## config.mk

```make
export PLATFORM = sky130hd
export DESIGN_NAME = fetch_unit
export DESIGN_NICKNAME = d
export VERILOG_FILES = /design/src/rtl/fetch_pkg.sv /design/src/rtl/fetch_fifo.sv /design/src/rtl/fetch_unit.sv
export SDC_FILE = /design/constraint.sdc
export NUM_CORES = 1
export LEC_CHECK = 0
export ABC_CLOCK_PERIOD_IN_PS = 3200
export BUFFER_PORTS_ARGS = -buffer_cell sky130_fd_sc_hd__buf_4
export CORE_ASPECT_RATIO = 1.25
export CORE_MARGIN = 5
export CORE_UTILIZATION = 50
export DETAILED_ROUTE_END_ITERATION = 8
export HOLD_SLACK_MARGIN = 0.06
export PLACE_DENSITY_LB_ADDON = 0.2
export SETUP_SLACK_MARGIN = 0.02
export SLEW_MARGIN = 20
export SYNTH_ARGS = -nofsm -noshare
export SYNTH_HDL_FRONTEND = slang
export SYNTH_SLANG_ARGS = --single-unit
```

## constraint.sdc

```tcl
create_clock -name clk -period 3.2 [get_ports clk]
set_input_delay 0.64 -clock clk [delete_from_list [all_inputs] [get_ports clk]]
set_output_delay 0.64 -clock clk [all_outputs]
set_load 0.05 [all_outputs]
```

## src/rtl/fetch_pkg.sv

```systemverilog
// Shared types and constants for the instruction fetch stage.
package fetch_pkg;

    localparam int WORD_W = 32;
    localparam logic [WORD_W-1:0] PC_STEP    = 32'd4;
    localparam logic [WORD_W-1:0] ALIGN_MASK = 32'hFFFF_FFFC;

    typedef struct packed {
        logic [WORD_W-1:0] pc;
        logic [WORD_W-1:0] instr;
    } fetch_entry_t;

    function automatic logic [WORD_W-1:0] align_pc(input logic [WORD_W-1:0] addr);
        return addr & ALIGN_MASK;
    endfunction

endpackage

```

## src/rtl/fetch_fifo.sv

```systemverilog
// Prefetch buffer: power-of-two circular FIFO of {pc, instr} entries with synchronous flush.
module fetch_fifo
    import fetch_pkg::*;
#(
    parameter int DEPTH = 4,
    localparam int PTR_W = (DEPTH > 1) ? $clog2(DEPTH) : 1,
    localparam int CNT_W = $clog2(DEPTH + 1)
) (
    input  logic             clk_i,
    input  logic             rst_i,
    input  logic             push_i,
    input  logic             pop_i,
    input  logic             flush_i,
    input  fetch_entry_t     wr_data_i,
    output logic [CNT_W-1:0] count_o,
    output logic             full_o,
    output logic             empty_o,
    output fetch_entry_t     head_o
);

    localparam logic [CNT_W-1:0] DEPTH_C = CNT_W'(DEPTH);

    fetch_entry_t     mem_q [DEPTH];
    logic [PTR_W-1:0] rd_ptr_q, rd_ptr_d;
    logic [PTR_W-1:0] wr_ptr_q, wr_ptr_d;
    logic [CNT_W-1:0] count_q, count_d;
    logic             do_push;
    logic             do_pop;

    // Flush wins over both push and pop so a redirect leaves nothing stale.
    assign do_push = push_i && !flush_i;
    assign do_pop  = pop_i && !flush_i && (count_q != '0);

    always_comb begin
        rd_ptr_d = rd_ptr_q;
        wr_ptr_d = wr_ptr_q;
        count_d  = count_q;
        if (flush_i) begin
            rd_ptr_d = '0;
            wr_ptr_d = '0;
            count_d  = '0;
        end else begin
            if (do_push) begin
                wr_ptr_d = wr_ptr_q + PTR_W'(1);
            end
            if (do_pop) begin
                rd_ptr_d = rd_ptr_q + PTR_W'(1);
            end
            case ({do_push, do_pop})
                2'b10:   count_d = count_q + CNT_W'(1);
                2'b01:   count_d = count_q - CNT_W'(1);
                default: count_d = count_q;
            endcase
        end
    end

    always_ff @(posedge clk_i or posedge rst_i) begin
        if (rst_i) begin
            rd_ptr_q <= '0;
            wr_ptr_q <= '0;
            count_q  <= '0;
        end else begin
            rd_ptr_q <= rd_ptr_d;
            wr_ptr_q <= wr_ptr_d;
            count_q  <= count_d;
        end
    end

    // Storage needs no reset; the head is only observed while count is non-zero.
    always_ff @(posedge clk_i) begin
        if (do_push) begin
            mem_q[wr_ptr_q] <= wr_data_i;
        end
    end

    assign count_o = count_q;
    assign full_o  = (count_q == DEPTH_C);
    assign empty_o = (count_q == '0);
    assign head_o  = mem_q[rd_ptr_q];

endmodule

```

## src/rtl/fetch_unit.sv

```systemverilog
// Instruction fetch stage: sequential word fetch with 1-cycle memory, prefetch FIFO, redirect flush.
// Define FETCH_BYPASS_EN to present a returning word in its capture cycle when the FIFO is empty.
module fetch_unit
    import fetch_pkg::*;
#(
    parameter int          DEPTH    = 4,
    parameter logic [31:0] RESET_PC = 32'h0000_0000
) (
    input  logic        clk,
    input  logic        reset,
    output logic [31:0] mem_address,
    output logic        mem_read,
    output logic        mem_write,
    input  logic [31:0] mem_data,
    input  logic        branch_valid,
    input  logic [31:0] branch_target,
    output logic        instr_valid,
    output logic [31:0] instr,
    output logic [31:0] instr_pc,
    input  logic        instr_ready
);

    localparam int CNT_W  = $clog2(DEPTH + 1);
    localparam int CRED_W = CNT_W + 1;
    localparam logic [CRED_W-1:0] DEPTH_C = CRED_W'(DEPTH);

    logic [31:0]       fetch_pc_q, fetch_pc_d;
    logic [31:0]       issued_pc_q, issued_pc_d;
    logic              inflight_q, inflight_d;

    logic [CNT_W-1:0]  fifo_count;
    logic              fifo_full;
    logic              fifo_empty;
    fetch_entry_t      fifo_head;
    fetch_entry_t      cap_entry;
    fetch_entry_t      out_entry;
    logic [CRED_W-1:0] credits_used;
    logic              issue;
    logic              capture;
    logic              push;
    logic              pop;
    logic              out_valid;
`ifdef FETCH_BYPASS_EN
    logic              bypass;
`endif

    // An in-flight word already owns a FIFO slot, so issue only while a slot stays free.
    assign credits_used = CRED_W'(fifo_count) + CRED_W'(inflight_q);
    assign issue        = !reset && !branch_valid && (credits_used < DEPTH_C);
    assign capture      = inflight_q && !branch_valid;
    assign cap_entry    = '{pc: issued_pc_q, instr: mem_data};

    always_comb begin
`ifdef FETCH_BYPASS_EN
        bypass    = capture && fifo_empty;
        out_valid = !fifo_empty || bypass;
        out_entry = fifo_empty ? cap_entry : fifo_head;
        push      = capture && !(bypass && instr_ready);
        pop       = !branch_valid && !fifo_empty && instr_ready;
`else
        out_valid = !fifo_empty;
        out_entry = fifo_head;
        push      = capture;
        pop       = !branch_valid && out_valid && instr_ready;
`endif
    end

    always_comb begin
        fetch_pc_d  = fetch_pc_q;
        issued_pc_d = issued_pc_q;
        inflight_d  = issue;
        if (branch_valid) begin
            fetch_pc_d = align_pc(branch_target);
        end else if (issue) begin
            fetch_pc_d  = fetch_pc_q + PC_STEP;
            issued_pc_d = fetch_pc_q;
        end
    end

    always_ff @(posedge clk or posedge reset) begin
        if (reset) begin
            fetch_pc_q  <= RESET_PC;
            issued_pc_q <= RESET_PC;
            inflight_q  <= 1'b0;
        end else begin
            fetch_pc_q  <= fetch_pc_d;
            issued_pc_q <= issued_pc_d;
            inflight_q  <= inflight_d;
        end
    end

    fetch_fifo #(
        .DEPTH(DEPTH)
    ) u_fifo (
        .clk_i    (clk),
        .rst_i    (reset),
        .push_i   (push),
        .pop_i    (pop),
        .flush_i  (branch_valid),
        .wr_data_i(cap_entry),
        .count_o  (fifo_count),
        .full_o   (fifo_full),
        .empty_o  (fifo_empty),
        .head_o   (fifo_head)
    );

    no_overflow_a: assert property (@(posedge clk) disable iff (reset) !(push && fifo_full));

    // Handshake: a word transfers on any cycle with instr_valid && instr_ready and no redirect.
    assign mem_address = fetch_pc_q;
    assign mem_read    = issue;
    assign mem_write   = 1'b0;
    assign instr_valid = out_valid;
    assign instr       = out_valid ? out_entry.instr : '0;
    assign instr_pc    = out_valid ? out_entry.pc : '0;

endmodule
```

==> out/qor.yml, run 1 <==
worst_setup_path:
  r2r_start: "u_fifo.count_o[0]"
  cp-end-kind: "output port"
  rr_endpoint: "u_fifo.count_o[2]"
  reg2reg_depth: 8
  setup.worst_path.start_class: "flop"
  arrival_ns: 2.26
  critical_path_peak_fanout: 19
  critPathKind: "flop to output port"
  r2r_setup_slack_ns: 0.70
  cp_data_required_time_ns: 2.56
  cp-startpoint: "u_fifo.rd_ptr_q[0]"
sta:
  fin_skew_ns: 0.0204
  finalSetupTns_ns: 0
  hold_viol_final: 0
  fmax_mhz: 344
  period_needed_ns: 2.90
  rsz0062_at_grt: "false"
  setup_violations: 0
  period_share_pct: 90.7
  relSlewSlack_pct: 56.7
  worst_pin_slew_ns: 0.647
  layout_setup_ws_ns: 0.296
  report.final.slew_viol_count: 0
global_routing:
  grt-ovfl-total: 0
  grt_pass1_wl_um: 41700
  grt_max_degree: 51
  antenna_found_initial: 0
  track_usage_pct: 18.1
  grt_pass1_vias: 7423
yosys:
  synthTopCellsByArea: "edfxtp_1 59%, dfrtp_1 13%, mux4_2 11%"
  synth_top_area_cell: "edfxtp_1"
  synth_cell_types: 50
  synth_area_per_cell_sq_um: 16.7
  ys_seq_elements: 316
  yosysMostFrequentCell: "edfxtp_1"
  yosysWarnings: 0
  synth.cell_area_sq_um: 12700
  yosysSeqAreaShare_pct: 72.1
  yosys_most_used_dff: "edfxtp_1"
  synth_edf_count: 248
  async_reset_ff_share_pct: 21.5
  synth.top_cell.area_share_pct: 58.7
  synth_common_cells: "248 x edfxtp_1, 127 x nand2_1, 69 x and2_1"
  netlist_instances: 760
placement:
  pre_cts_ws_ns: 0.627
  place_congestion: 0.815
  hpwlAfterDp_um: 16400
  io_buffers: 159
  place_area_sq_um: 14400
clocking:
  cts_made_buffers: 31
  ctsResizeCount: 0
  htree_levels: 1
  hold_buffers: 0
  clk_pin_slew_ns: 0.06
  clockRootBuffer: "clkbuf_16"
  post_cts_buffers: 0
  worstSkewPairLatency_ns: 0.55
  cts_tree: "yes"
  cts.sinks: 316
  clockBufferDepth: 3
min_path:
  hold_path_class: "input port to async pin"
floorplan:
  die_height_um: 188
  die_area_sq_um: 28700
  start_util_pct: 50.5
  ios: 167
  die-width_um: 153
  coreArea_sq_um: 25100
  rows: 65
finish:
  design_area_sq_um: 15400
  fillers: 1918
  diodes: 0
  drive_gt1_share_pct: 31.7
  syn2layout_area_growth_pct: 21.4
  nets: 1015
run_status:
  status: "finished, final reports clean"
routing:
  num_vias: 7155
  drt-total-wl_um: 26100
  wl_per_cell_um: 20.1
  postRouteAntennaNets: 0
  drt_iter0_markers: 394
  routed_via_density: 5.50
  dr.pass1.iters: 5
  drc: 0
power_and_ir_drop:
  peakVddDrop_mv: 0.507
  p_leak_uw: 0.00569
  p_total_uw: 13700
  powerDensity_nw_per_um2: 892
flow_run:
  cap_violations: 0
cell families (layout without fill, tap and decap cells):
group	count (synthesis)	after routing	synth area share, %
xor+xnor	13	13	0.897
other cells	1	5	0.0295
compound gates	53	53	3.26
flops	316	316	72.1
fa+ha+maj	6	6	0.651
buf+inv	50	251	1.80
simple gates	256	256	10.1
mux	65	65	11.2
how the worst max path moves through the flow:
stage	slack, ns	depth (start not counted)	endpoint
floorplan	0.48	2	u_fifo.mem_q[0][0]
global placement	0.64	4	instr_pc[21]
detailed placement	0.63	4	instr_pc[21]
CTS	0.03	4	instr_pc[21]
global route	0.20	4	instr_pc[21]
finish	0.30	4	instr_pc[20]
final cells by class:
cell class	instances	area, sq um	area share, %
tap	335	419	2.72
timing repair buffer	186	1510	9.79
multi-input combinational	398	3340	21.7
sequential	316	9150	59.4
clock buffer	41	823	5.34
inverter	8	30.0	0.195
clock inverter	16	130	0.845
placed cells by master, fill, tap and decap left out, types with 4 or more instances in the layout:
| cell | instances |
|---|---|
| edfxtp_1 | 248 |
| buf_4 | 177 |
| nand2_1 | 127 |
| dfrtp_1 | 66 |
| and2_1 | 65 |
| mux4_2 | 62 |
| clkbuf_16 | 31 |
| nand3_1 | 17 |
| nor2_1 | 13 |
| o211ai_1 | 13 |
| o311ai_0 | 10 |
| o21ai_0 | 9 |
| clkbuf_1 | 9 |
| buf_12 | 9 |
| clkinv_1 | 8 |
| xor2_1 | 8 |
| nand4_1 | 8 |
| inv_1 | 5 |
| xnor2_1 | 5 |
| ha_1 | 5 |
| conb_1 | 5 |
| clkinv_2 | 5 |
| a221o_1 | 4 |
| and2_4 | 4 |
| o311ai_1 | 4 |
state kept, by name, summed over array words and instances, names as in the netlist:
signal / count
issued_pc_q: 30
mem_address: 30
u_fifo.count_o: 3
u_fifo.mem_q: 248
u_fifo.rd_ptr_q: 2
u_fifo.wr_ptr_q: 2
inflight_q: 1
report_power, final:
part	internal [uW]	leakage (uW)	switching, uW
Clock	1960	0.000465	1440
Sequential	4960	0.00310	367
Combinational	1790	0.00213	3230
Total	8710	0.00569	5040
per-layer routing:
layer	part of all wire, %	track usage, %
met2	50	30.6
met1	42	24.9
met5	0	0
met3	6.5	3.62
met4	1.5	3.84
metrics by stage:
stage,utilization (%),instances,hold WS [ns]
after floorplan,-,764,0.476
after global placement,57.4,1238,0.493
after detailed placement,57.4,1238,0.503
after CTS,61.2,1295,0.143
after global routing,61.3,1300,0.179
final,61.3,1300,0.157
critical path, cell delays in order (launching register included):
cell and delay [ns]:
dfrtp_4 0.54, buf_12 0.24, mux4_2 0.57, and2_1 0.18, buf_4 0.18
No activity file was read; power rests on OpenSTA's default activity.
==> inputs of run 2 (changes only) <==
Settings changed: CORE_MARGIN 5 to 3, SYNTH_HIERARCHICAL set to 1.
==> out/qor.yml, run 2 <==
clocking:
  cts.sinks: 324  # +2.5%
  htree_levels: 1  # unchanged
  ctsResizeCount: 0  # unchanged
  clockRootBuffer: "clkbuf_16"
  cts_made_buffers: 31  # unchanged
  cts_tree: "yes"
  clockBufferDepth: 3  # unchanged
  worstSkewPairLatency_ns: 0.56  # about the same
  clk_pin_slew_ns: 0.07  # about the same
  post_cts_buffers: 0  # unchanged
finish:
  diodes: 0  # unchanged
  top_register: "u_fifo/mem_q"
  largest_reg_flops: 256  # +3.2%
  drive_gt1_share_pct: 31.1  # -0.65 points
  syn2layout_area_growth_pct: 21.0
  final_cell_mix: "256 x edfxtp_1, 172 x buf_4, 131 x nand2_1"
  nets: 1060  # +4.4%
  layout_commonest_cell: "edfxtp_1"
worst_setup_path:
  critical_path_peak_fanout: 33  # +14
  worstPathCellList: "and3_1 -> or4_4 -> clkinv_4 -> buf_4"
  cp-end-kind: "output port"
  cp_data_required_time_ns: 2.56  # about the same
  setup.worst_path.start_class: "flop"
  path_buf_inv: 2  # unchanged
  critPathKind: "flop to output port"
  slowest_stage: "or4_4"
  cpPeakStageDelay_ns: 0.57  # about the same
  arrival_ns: 2.34  # +0.08 ns
  crit_family: "simple AND/OR/NAND/NOR gates"
placement:
  place_congestion: 0.800  # -1.8%
  hpwlAfterDp_um: 16400  # +0.15%
  io_buffers: 161  # +1.3%
  pre_cts_ws_ns: 0.480  # -0.147 ns
floorplan:
  start_util_pct: 51.5  # +1.0 points
  die_area_sq_um: 28400  # -1.0%
  coreArea_sq_um: 25600  # +1.9%
  die_height_um: 188  # -0.25%
  ios: 167  # unchanged
  rows: 65  # unchanged
  die-width_um: 151  # -0.77%
sta:
  period_needed_ns: 2.98  # +0.0782 ns
  hold_viol_final: 0  # unchanged
  relSlewSlack_pct: 46.6  # -10 points
  finalSetupTns_ns: 0  # unchanged
  worst_pin_slew_ns: 0.801  # +0.154 ns
  period_share_pct: 93.2  # +2.4 points
  rsz0062_at_grt: "false"
  fin_skew_ns: 0.0112  # -0.00924 ns
  fmax_mhz: 335  # -2.6%
  layout_setup_ws_ns: 0.218  # -0.0782 ns
  setup_violations: 0  # unchanged
  finalHoldWorstSlack_ns: 0.278  # +0.121 ns
  report.final.slew_viol_count: 0  # unchanged
routing:
  num_vias: 7387  # +3.2%
  dr.pass1.iters: 4  # -1
  drc: 0  # unchanged
  postRouteAntennaNets: 0  # unchanged
  drt-total-wl_um: 26600  # +1.8%
  drt_iter0_markers: 356  # -9.6%
  wl_per_cell_um: 19.7  # -1.7%
  routed_via_density: 5.49  # -0.29%
yosys:
  synth.cell_area_sq_um: 13200  # +4.0%
  synth_area_per_cell_sq_um: 16.4  # -1.8%
  yosysWarnings: 6  # +6
  netlist_instances: 805  # +5.9%
global_routing:
  track_usage_pct: 19.1  # +0.94 points
  grt_pass1_vias: 7707  # +3.8%
  antenna_found_initial: 1  # +1
  grt-ovfl-total: 0  # unchanged
  grt_pass1_wl_um: 42400  # +1.7%
  grt_max_degree: 65  # +27%
flow_run:
  cap_violations: 0  # unchanged
power_and_ir_drop:
  powerDensity_nw_per_um2: 595  # -33%
  peakVddDrop_mv: 0.504  # -0.55%
  p_total_uw: 9500  # -31%
  p_leak_uw: 0.00587  # +3.2%
run_status:
  status: "finished, final reports clean"
min_path:
  hold_path_class: "input port to flop"
## run 2: worst paths after layout
| path | start | end | slack (ns) | depth (start not counted) |
|---|---|---|---|---|
| min in group asynchronous | reset | inflight_q | 0.33 | 3 |
| min reg2reg | issued_pc_q[28] | u_fifo/mem_q[1][60] | 0.51 | 0 |
| max reg2reg | u_fifo/count_o[0] | mem_address[27] | 0.77 | 6 |
| max in group asynchronous | reset | issued_pc_q[11] | 2.35 | 3 |
| min | mem_data[28] | u_fifo/mem_q[0][28] | 0.28 | 1 |
| max | u_fifo/count_o[0] | mem_read | 0.22 | 4 |
## run 2: routing by layer
| metal | GRT usage, % | share of wire, % | vias to the layer above |
|---|---|---|---|
| met1 | 26.7 | 42 | 3720 |
| met4 | 4.40 | 2.0 | 0 |
| met2 | 32.0 | 51 | 211 |
| li1 | - | - | 3409 |
| met5 | 0 | 0 | - |
| met3 | 2.73 | 4.9 | 47 |
## run 2: per-stage QoR
step | cells | util, % | cell area [sq um]
global placement | 1287 | 58.0 | 14900
CTS | 1346 | 62.4 | 16000
finish | 1346 | 62.4 | 16000
detailed placement | 1287 | 58.0 | 14900
floorplan | 815 | - | 13200
global route | 1346 | 62.4 | 16000
## run 2: final cells by class
cell class | count | area (sq um)
timing repair buffer | 183 | 1500
clock inverter | 17 | 196
tap | 335 | 419
multi-input combinational | 436 | 3520
clock buffer | 41 | 907
sequential | 324 | 9400
inverter | 10 | 42.5
fill | 1890 | 9640
## run 2: worst register-to-register path, delay by kind of cell (launching register included)
family                 cells  cell delay, ns
buffers and inverters      1            0.28
AND/OR/NAND/NOR            5            1.62
flip-flops                 1            0.48
## run 2: power breakdown
group / internal, uW / leakage (uW) / switching (uW)
clock network: 2320 / 0.000552 / 1520
registers: 4720 / 0.00317 / 156
logic: 266 / 0.00215 / 520
## run 2: repair_timing
action                     CTS  global route
setup endpoints to repair    0             0
hold buffers                 1             0
hold endpoints to repair     7             0
